--- src/rtl/addr_arbiter.sv ---
// Bus-cycle arbiter between the fetch unit (FU) and execution unit (EU); runs the T1..T4 bus sequence.
// Build option: define ADDR_ARB_ROUND_ROBIN_EN to alternate owners on contested requests (default: EU wins).
module addr_arbiter (
   input  logic        clk,
   input  logic        rst,
   input  logic        fu_req,
   output logic        fu_gnt,
   output logic        fu_done,
   input  logic        eu_req,
   input  logic [2:0]  eu_op,
   input  logic [1:0]  eu_seg,
   input  logic        eu_we,
   output logic        eu_gnt,
   output logic        eu_done,
   output logic [2:0]  alu_op,
   output logic [1:0]  seg_sel,
   input  logic [19:0] alu_dir,
   output logic [19:0] bus_addr,
   output logic        ale,
   output logic        rd_n,
   output logic        wr_n,
   input  logic        mem_ready,
   output logic        bus_err
);

   // state | meaning
   // IDLE  | no cycle; owner chosen when any request is seen
   // T1    | address phase, ale high
   // T2    | strobe asserted, address latched onto the bus
   // T3    | strobe held, mem_ready sampled
   // TW    | wait state, counts toward timeout
   // T4    | owner done pulse, optional bus_err
   localparam logic [2:0] S_IDLE = 3'd0;
   localparam logic [2:0] S_T1   = 3'd1;
   localparam logic [2:0] S_T2   = 3'd2;
   localparam logic [2:0] S_T3   = 3'd3;
   localparam logic [2:0] S_TW   = 3'd4;
   localparam logic [2:0] S_T4   = 3'd5;

   // The 15th wait state is the one entered with the counter at 14.
   localparam logic [3:0] WAIT_LAST = 4'd14;

   logic [2:0]  state;
   logic [2:0]  state_nxt;
   logic        owner_eu;
   logic        pick_eu;
   logic [2:0]  op_q;
   logic [1:0]  seg_q;
   logic        we_q;
   logic [3:0]  wait_cnt;
   logic        err_q;
   logic [19:0] addr_q;
   logic        active;
   logic        strobe;
   logic        any_req;

   assign any_req = fu_req | eu_req;

`ifdef ADDR_ARB_ROUND_ROBIN_EN
   // Pointer records the last owner; a contested grant goes to the other unit.
   logic rr_last_eu;

   always_comb begin
      pick_eu = eu_req;
      if (eu_req && fu_req)
         pick_eu = ~rr_last_eu;
   end

   always_ff @(posedge clk) begin
      if (rst)
         rr_last_eu <= 1'b0;
      else if (state == S_T4)
         rr_last_eu <= owner_eu;
   end
`else
   assign pick_eu = eu_req;
`endif

   always_comb begin
      state_nxt = S_IDLE;
      case (state)
         S_IDLE:  state_nxt = any_req ? S_T1 : S_IDLE;
         S_T1:    state_nxt = S_T2;
         S_T2:    state_nxt = S_T3;
         S_T3:    state_nxt = mem_ready ? S_T4 : S_TW;
         S_TW:    state_nxt = (mem_ready || (wait_cnt == WAIT_LAST)) ? S_T4 : S_TW;
         S_T4:    state_nxt = S_IDLE;
         default: state_nxt = S_IDLE;
      endcase
   end

   always_ff @(posedge clk) begin
      if (rst) begin
         state    <= S_IDLE;
         owner_eu <= 1'b0;
         op_q     <= 3'h0;
         seg_q    <= 2'b01;
         we_q     <= 1'b0;
         wait_cnt <= 4'd0;
         err_q    <= 1'b0;
         addr_q   <= 20'h00000;
      end else begin
         state <= state_nxt;
         if (state == S_IDLE && any_req) begin
            owner_eu <= pick_eu;
            op_q     <= pick_eu ? eu_op  : 3'h0;
            seg_q    <= pick_eu ? eu_seg : 2'b01;
            we_q     <= pick_eu ? eu_we  : 1'b0;
         end
         if (state == S_T1) begin
            wait_cnt <= 4'd0;
            err_q    <= 1'b0;
            addr_q   <= alu_dir;
         end
         if (state == S_TW) begin
            wait_cnt <= wait_cnt + 4'd1;
            if (!mem_ready && wait_cnt == WAIT_LAST)
               err_q <= 1'b1;
         end
      end
   end

   assign active   = (state != S_IDLE);
   assign strobe   = (state == S_T2) || (state == S_T3) || (state == S_TW);

   assign fu_gnt   = active && !owner_eu;
   assign eu_gnt   = active && owner_eu;
   assign fu_done  = (state == S_T4) && !owner_eu;
   assign eu_done  = (state == S_T4) && owner_eu;
   assign alu_op   = active ? op_q  : 3'h0;
   assign seg_sel  = active ? seg_q : 2'b01;
   assign ale      = (state == S_T1);
   assign rd_n     = ~(strobe && !we_q);
   assign wr_n     = ~(strobe && we_q);
   assign bus_err  = (state == S_T4) && err_q;
   assign bus_addr = addr_q;

endmodule

--- config.mk ---
export PLATFORM = sky130hd
export DESIGN_NAME = addr_arbiter
export DESIGN_NICKNAME = d
export VERILOG_FILES = /design/src/rtl/addr_arbiter.sv
export SDC_FILE = /design/constraint.sdc
export NUM_CORES = 1
export LEC_CHECK = 0
export ABC_AREA = 1
export BUFFER_PORTS_ARGS = -buffer_cell sky130_fd_sc_hd__buf_4
export CAP_MARGIN = 20
export CORE_MARGIN = 4
export CORE_UTILIZATION = 49
export DETAILED_ROUTE_END_ITERATION = 12
export PLACE_DENSITY = 0.83
export SYNTH_ARGS = -nofsm -noshare
export SYNTH_HDL_FRONTEND = slang
export SYNTH_SLANG_ARGS = --single-unit
--- constraint.sdc ---
create_clock -name clk -period 1.75 [get_ports clk]
set_input_delay 0.0875 -clock clk [delete_from_list [all_inputs] [get_ports clk]]
set_output_delay 0.0875 -clock clk [all_outputs]
set_load 0.05 [all_outputs]
== Yosys cells after proc, flatten, opt, wreduce, memory -nomap -nowiden ==
Index checks and enable logic that the tools add are counted.
Storage, ports and cells
  input bits: 31
  word-level logic and storage cells: 50
  register bits: 35
Cells by class
  equal/unequal tests: 6
  multiplexer cells: 14
  reductions and logical operators: 18
  $add $sub $neg: 1
  bitwise logic cells: 3
Operators with widths (count)
  3-bit case mux with 5 select lines: 1
  1-bit logical AND: 9
  4-bit 2-to-1 mux: 2
  1-bit 2-to-1 mux: 7
  3-bit by 2-bit equality test with 1-bit output, second input constant: 2
  3-bit equality test, second input constant: 2
  3-bit 2-to-1 mux: 2
  4-bit by 1-bit adder with 4-bit output, second input constant: 1
  4-bit equality test, second input constant: 1
  2-bit 2-to-1 mux: 2
  3-bit by 1-bit equality test with 1-bit output, second input constant: 1
  1-bit zero test: 3
  3-bit zero test: 1
  1-bit logical OR: 3
  3-bit nonzero test: 1
  1-bit NOT: 2
  2-bit nonzero test: 1
  1-bit bitwise OR: 1

== Logic depth before layout (Yosys ltp) ==
Gate-level depths: netlist of run 1.
  word-level depth: 5
  gate-level depth with buffers: 8

== Least setup slack after synthesis of run 1 ==
No wires, ideal clock.
  path type: register to output
  start: register state[0]
  end: output port alu_op[0]
  data required time: 1.662 ns
  data arrival time: 1.381 ns
  path slack: 0.282 ns
  cell stages (with the launch flop): 5
  buffers on the path: 0
  path through: dfxtp_1 > nor2_2 > nand2_1 > inv_2 > nor2_1
On the way
  cells in the longest elaborated chain, start to end: 2
RTL lines
  start: declaration: line 43  | logic [2:0] state;
  start signal: assignment: line 103  | state <= state_nxt;
  3-bit nonzero test: line 123  | assign active = (state != S_IDLE);
  3-bit 2-to-1 mux: line 130  | assign alu_op = active ? op_q : 3'h0;
  end: declaration: line 15  | output logic [2:0] alu_op,
No other way between the ends.

== Worst setup path in the final report of run 1 ==
  start: register state[2]
  end: output port seg_sel[0]
On the way
  cells in the longest elaborated chain, start to end: 2
RTL lines
  3-bit nonzero test: line 123
  2-bit 2-to-1 mux: line 131  | assign seg_sel = active ? seg_q : 2'b01;
  end: declaration: line 16  | output logic [1:0] seg_sel,
No other way between the ends.

==> flow_metrics.py, run 1 <==
metrics = {
    "timing": {
        "fin_tns_setup_ns": 0,
        "max_freq_mhz": 609,
        "hold_viol": 0,
        "clock_skew_ns": 0.00965,
        "tightest_slew_ns": 0.361,
        "setup_viol": 0,
        "period_needed_ns": 1.64,
        "rsz0062_at_grt": "no",
        "finalCritPeriodShare_pct": 93.9,
        "relSlewSlack_pct": 75.9,
        "drv_slew": 0,
    },
    "die": {
        "dieArea_mm2": 0.00388,
        "ios": 64,
        "start_util_pct": 51.9,
        "die_w_um": 62.3,
        "core_mm2": 0.00278,
        "rows": 19,
        "die_h_um": 62.3,
    },
    "synthesis": {
        "synth_cell_types": 22,
        "ys_top_cells_by_area": "dfxtp_1, nand2_1, a21oi_1",
        "avgSynthCellArea_um2": 7.29,
        "synthTopCellsByCount": "nand2_1, dfxtp_1, a21oi_1, nor2_1, inv_1",
        "synth_fp_nets": 231,
        "ys.flop_type": "dfxtp_1",
        "synth_most_common_cell": "nand2_1",
        "synth_area_leader_cell": "dfxtp_1",
        "syn_area_mm2": 0.00144,
        "yosysTopAreaCellShare_pct": 48.5,
        "yosys_warnings": 0,
        "synth_cells": 198,
        "synthArstFlopShare_pct": 0,
        "synth_seq_area_share_pct": 48.5,
        "synth_edf_count": 0,
        "yosys_register_bits": 35,
    },
    "outcome": {
        "outcome": "finished clean",
    },
    "cells_and_area": {
        "final_util_pct": 80.8,
        "multi_input_area_um2": 633,
        "n_fill_cell": 200,
        "antenna_cells": 0,
        "fin_nets": 318,
        "regArea_um2": 702,
        "layout-drive-gt1-share_pct": 29.0,
        "syn_to_final_growth_pct": 55.7,
    },
    "clocking": {
        "clock_latency_ns": 0.34,
        "clk_pin_slew_ns": 0.10,
        "numCtsBuffers": 5,
        "tritoncts": "built",
        "clock_sinks": 35,
        "cts_buffer_depth": 2,
        "h-tree-depth": 2,
        "clockRootBuffer": "clkbuf_4",
        "post_cts_buffers": 0,
    },
    "placed_design": {
        "gp_congestion": 0.727,
        "place_hpwl_mm": 2.34,
        "port_buffers": 63,
    },
    "routing": {
        "vias_per_cell": 4.86,
        "wl_mm": 4.03,
        "routedWlPerCell_um": 12.7,
        "drt_iter0_markers": 73,
        "drt_pass1_iterations": 4,
        "final_antenna_net_count": 0,
        "via_count": 1540,
        "route.detailed.drc": 0,
    },
    "critical_path": {
        "reg2reg_depth": 5,
        "crit_top_cell": "inv_2",
        "crit_chain": "inv_2 -> nand2_1 -> inv_2 -> or2_2 -> buf_4",
        "critPathLaunchType": "flip-flop",
        "max_stage_delay_ns": 0.41,
        "path_class": "reg -> out",
        "critPathSlowestCell": "dfxtp_1",
        "cp_data_required_time_ns": 1.66,
        "setup.worst_path.end_class": "primary output",
        "crit_fanout": 7,
        "cp.arrival_ns": 1.56,
    },
    "global_routing": {
        "grt_use_total_pct": 21.6,
        "grt_pass1_wl_mm": 6.76,
        "antenna_found_initial": 0,
        "grt-ovfl-total": 0,
        "grt_pass1_vias": 1517,
        "grt_max_degree": 34,
    },
    "worst_hold_path": {
        "hp-class": "in -> reg",
        "hold_depth": 3,
    },
    "power": {
        "total_power_mw": 2.53,
        "p_leak_nw": 1.02,
        "peakVddDrop_mv": 1.07,
        "power.density_mw_per_mm2": 1130,
    },
    "run": {
        "drv_cap": 0,
    },
}
final timing paths:
path                      from            to  slack [ns]
hold / removal        eu_op[2]       op_q[2]        0.01
setup reg to reg      state[2]   bus_addr[7]        0.53
hold reg to reg   bus_addr[11]  bus_addr[11]        0.47
setup / recovery      state[2]    seg_sel[0]        0.11
critical path, delay by kind of cell, from the launching register on:
family	cells	cell delay [ns]
and+or+nand+nor	2	0.43
DFF	1	0.41
buffers and inverters	3	0.39
per-layer routing:
| metal | GRT usage [%] | vias up | wire length [um] |
|---|---|---|---|
| met2 | 35.9 | 59 | 1970 |
| li1 | - | 796 | - |
| met5 | 0 | - | 0 |
| met1 | 24.0 | 674 | 1630 |
| met3 | 7.75 | 11 | 293 |
| met4 | 10.9 | 0 | 137 |
sequential cells by signal, indices dropped and copies added (netlist names):
name and cells:
bus_addr 20, err_q 1, op_q 3, owner_eu 1, seg_q 2, state 3
wait_cnt 4, we_q 1
logic make-up after synthesis:
group | share of synthesized area (%)
buffers and inverters | 7.62
flip-flops | 48.5
adder cells (fa/ha/maj) | 1.73
XOR/XNOR | 0.607
AND/OR/NAND/NOR | 28.9
AO/OA/AOI/OAI | 12.7
layout by cell type, fill, tap and decap left out:
| cell | synthesis | final |
|---|---|---|
| nor2_4 | 1 | 1 |
| clkinv_2 | 0 | 1 |
| nand4_1 | 1 | 1 |
| nor2_2 | 1 | 1 |
| xor2_1 | 1 | 1 |
| bufinv_16 | 0 | 1 |
| nor2_1 | 17 | 17 |
| dfxtp_1 | 35 | 34 |
| nand3_2 | 1 | 1 |
| o21ai_0 | 2 | 2 |
| o211ai_1 | 1 | 1 |
| buf_4 | 3 | 64 |
| a21oi_1 | 33 | 33 |
| inv_1 | 14 | 14 |
| or2_0 | 1 | 1 |
| dlygate4sd3_1 | 0 | 24 |
| inv_2 | 4 | 4 |
| nand2_1 | 66 | 66 |
| nand3_4 | 1 | 1 |
| nand2_2 | 1 | 1 |
| clkbuf_8 | 0 | 1 |
| ha_1 | 2 | 2 |
| clkbuf_4 | 0 | 5 |
| dfxtp_2 | 0 | 1 |
| or2_2 | 1 | 1 |
| nand3_1 | 7 | 7 |
layout make-up:
class,count,area share [%]
repair buffers,88,32.1
flip-flops and latches,35,31.2
multi-input cells,137,28.2
inverters,18,3.01
clock buffers,6,2.28
well taps,31,1.73
clock inverters,2,1.56
where the power goes:
group / internal, mW / switching, mW / total, mW / leakage (nW)
Combinational: 0.308 / 0.649 / 0.957 / 0.683
Clock: 0.338 / 0.276 / 0.613 / 0.0482
Sequential: 0.892 / 0.0668 / 0.959 / 0.286
Total: 1.54 / 0.991 / 2.53 / 1.02
metrics by stage:
step,hold WS [ns],instances,worst slack (ns),cell area (um^2)
final,0.0113,317,0.107,2250
after global routing,0.00648,317,0.0116,2250
after CTS,0.00355,317,0.0307,2250
after detailed placement,0.348,285,0.406,1920
after global placement,0.339,285,0.442,1920
after floorplan,0.230,198,0.282,1440
what timing repair did:
action	CTS	global route
gates resized for setup	0	1
endpoints found under the setup margin	0	1
endpoints found under the hold margin	24	0
hold buffers	24	0
(Power assumes the default switching activity.)
==> run 2, diff against run 1 <==
--- a/config.mk
+++ b/config.mk
@@ -11,7 +11,9 @@
 export CORE_MARGIN = 4
 export CORE_UTILIZATION = 49
 export DETAILED_ROUTE_END_ITERATION = 12
+export MAX_ROUTING_LAYER = met4
 export PLACE_DENSITY = 0.83
+export SKIP_CTS_REPAIR_TIMING = 1
 export SYNTH_ARGS = -nofsm -noshare
 export SYNTH_HDL_FRONTEND = slang
 export SYNTH_SLANG_ARGS = --single-unit
==> constraint.sdc (replaced) <==
create_clock -name clk -period 1.75 [get_ports clk]
set_input_delay 0.0875 -clock clk [delete_from_list [all_inputs] [get_ports clk]]
set_output_delay 0.0875 -clock clk [all_outputs]
set_load 0.005 [all_outputs]
==> run 2 against run 1 <==
  * Hold slack got worse by 0.0091 ns
  * Clock skew barely moved
  * Sequential power barely moved
  * Cell count fell by 4.4%
  * Total power fell by 22%
  * Utilization fell by 5.8 points
  * Critical path type unchanged
  * Critical endpoint unchanged
  * Largest cell class is now sequential cells
  * Largest power group unchanged
==> flow_metrics.py, run 2 (same netlist as run 1, synthesis figures left out) <==
metrics = {
    "power": {
        "power.switching_mw": 0.626,
        "total_power_mw": 1.98,
        "p_leak_nw": 0.949,
        "clkPwrFrac_pct": 22.2,
        "seqPwrFrac_pct": 48.2,
        "peakVddDrop_mv": 0.894,
        "power.density_mw_per_mm2": 950,
        "combinationalPowerShare_pct": 29.6,
        "swShare_pct": 31.6,
        "p_int_mw": 1.36,
    },
    "global_routing": {
        "grt_use_met1_pct": 19.7,
        "met3_usage_pct": 6.31,
        "grt_pass1_wl_mm": 5.45,
        "grt_use_total_pct": 17.7,
        "grt_util_met2_pct": 27.5,
        "grt_pass1_vias": 1297,
        "grt_max_degree": 34,
        "antenna_found_initial": 0,
        "grt.busiest_layer": "met2",
        "grt-ovfl-total": 0,
    },
    "die": {
        "die_w_um": 62.3,
        "die_h_um": 62.3,
        "dieArea_mm2": 0.00388,
        "rows": 19,
        "start_util_pct": 51.9,
        "core_mm2": 0.00278,
        "ios": 64,
    },
    "cells_and_area": {
        "fin_nets": 305,
        "fin_area_mm2": 0.00209,
        "n_fill_cell": 237,
        "largest_reg_flops": 20,
        "layout_common_cells": "nand2_1, buf_4, dfxtp_1, a21oi_1, nor2_1",
        "stdcell_count": 303,
        "syn_to_final_growth_pct": 44.6,
        "antenna_cells": 0,
        "layout-drive-gt1-share_pct": 30.1,
        "mostFrequentLayoutCell": "nand2_1",
    },
    "timing": {
        "rsz0062_at_grt": "no",
        "fin_tns_setup_ns": 0,
        "tightest_slew_ns": 0.337,
        "hold_viol": 0,
        "max_freq_mhz": 629,
        "finalCritPeriodShare_pct": 90.8,
        "period_needed_ns": 1.59,
        "clock_skew_ns": 0.00956,
        "setup_viol": 0,
        "drv_slew": 0,
        "relSlewSlack_pct": 77.5,
    },
    "clocking": {
        "clk_pin_slew_ns": 0.09,
        "clock_latency_ns": 0.34,
        "cts_buffer_depth": 2,
        "clock_sinks": 35,
        "clockRootBuffer": "clkbuf_4",
        "tritoncts": "built",
        "h-tree-depth": 2,
        "numCtsBuffers": 5,
    },
    "critical_path": {
        "critical_path_buf_inv_count": 3,
        "path_delay_family": "simple AND/OR/NAND/NOR gates",
        "path_class": "reg -> out",
        "max_stage_delay_ns": 0.41,
        "critPathSlowestCell": "dfxtp_1",
        "crit_chain": "inv_2 -> nand2_1 -> inv_2 -> or2_2 -> buf_4",
        "crit_fanout": 7,
        "crit_top_cell": "inv_2",
        "cp.arrival_ns": 1.50,
        "critPathLaunchType": "flip-flop",
        "cp_data_required_time_ns": 1.66,
        "setup.worst_path.end_class": "primary output",
        "r2r_slack_ns": 0.47,
    },
    "routing": {
        "drt_iter0_markers": 67,
        "route.detailed.drc": 0,
        "wl_mm": 3.48,
        "final_antenna_net_count": 0,
        "routedWlPerCell_um": 11.5,
        "drt_pass1_iterations": 4,
        "via_count": 1446,
        "vias_per_cell": 4.77,
    },
    "placed_design": {
        "place_hpwl_mm": 2.37,
        "gp_congestion": 0.715,
        "place_inst": 285,
        "port_buffers": 63,
        "postPlaceCellArea_mm2": 0.00192,
    },
    "outcome": {
        "outcome": "finished clean",
    },
    "worst_hold_path": {
        "hp-class": "in -> reg",
    },
    "run": {
        "drv_cap": 0,
    },
}
-- run 2: cell types whose count changed in the layout (fill, tap and decap cells not counted) --
cell,delta
bufinv_16,-1
dlygate4sd3_1,-13
-- run 2: area by class of cell --
cell class              instances  area, um^2  area share [%]
flip-flops and latches         35         702            33.6
multi-input cells             137         633            30.3
repair buffers                 75         591            28.3
inverters                      18        67.6            3.24
clock buffers                   6        51.3            2.46
well taps                      31        38.8            1.86
clock inverters                 1        5.00           0.240
-- run 2: path summary, 6_finish.rpt --
check	cells after the start	endpoint	from
min	3	op_q[0]	eu_op[0]
max reg2reg	5	bus_addr[17]	state[2]
max	5	seg_sel[0]	state[2]
min reg2reg	2	bus_addr[11]	bus_addr[11]
-- run 2: metrics by stage --
stage               hold slack (ns)  worst slack [ns]  util [%]
floorplan                     0.230             0.660         -
global placement              0.337             0.489      69.1
detailed placement            0.346             0.468      69.1
CTS                         -0.0192            0.0822      71.1
global route                0.00336            0.0658      75.1
finish                      0.00220             0.160      75.1
-- run 2: power by group through the flow --
stage	clock, mW	sequential, mW	combinational, mW
6_report	0.441	0.956	0.587
5_1_grt	0.488	0.971	0.660
4_1_cts	0.455	0.954	0.575
3_5_place_dp	0	0.972	0.573
3_3_place_gp	0	0.969	0.563
2_1_floorplan	0	0.971	0.330
-- run 2: routing by layer --
layer  wire (um)  up-vias
met5           0        -
li1            -      770
met4          93        0
met3         247       10
met1        1480      616
met2        1660       50
-- run 2: worst min-delay path: cells and delay by family --
kind / cells / cell delay (ns)
simple gates: 1 / 0.05
compound gates: 1 / 0.05
buf+inv: 1 / 0.11
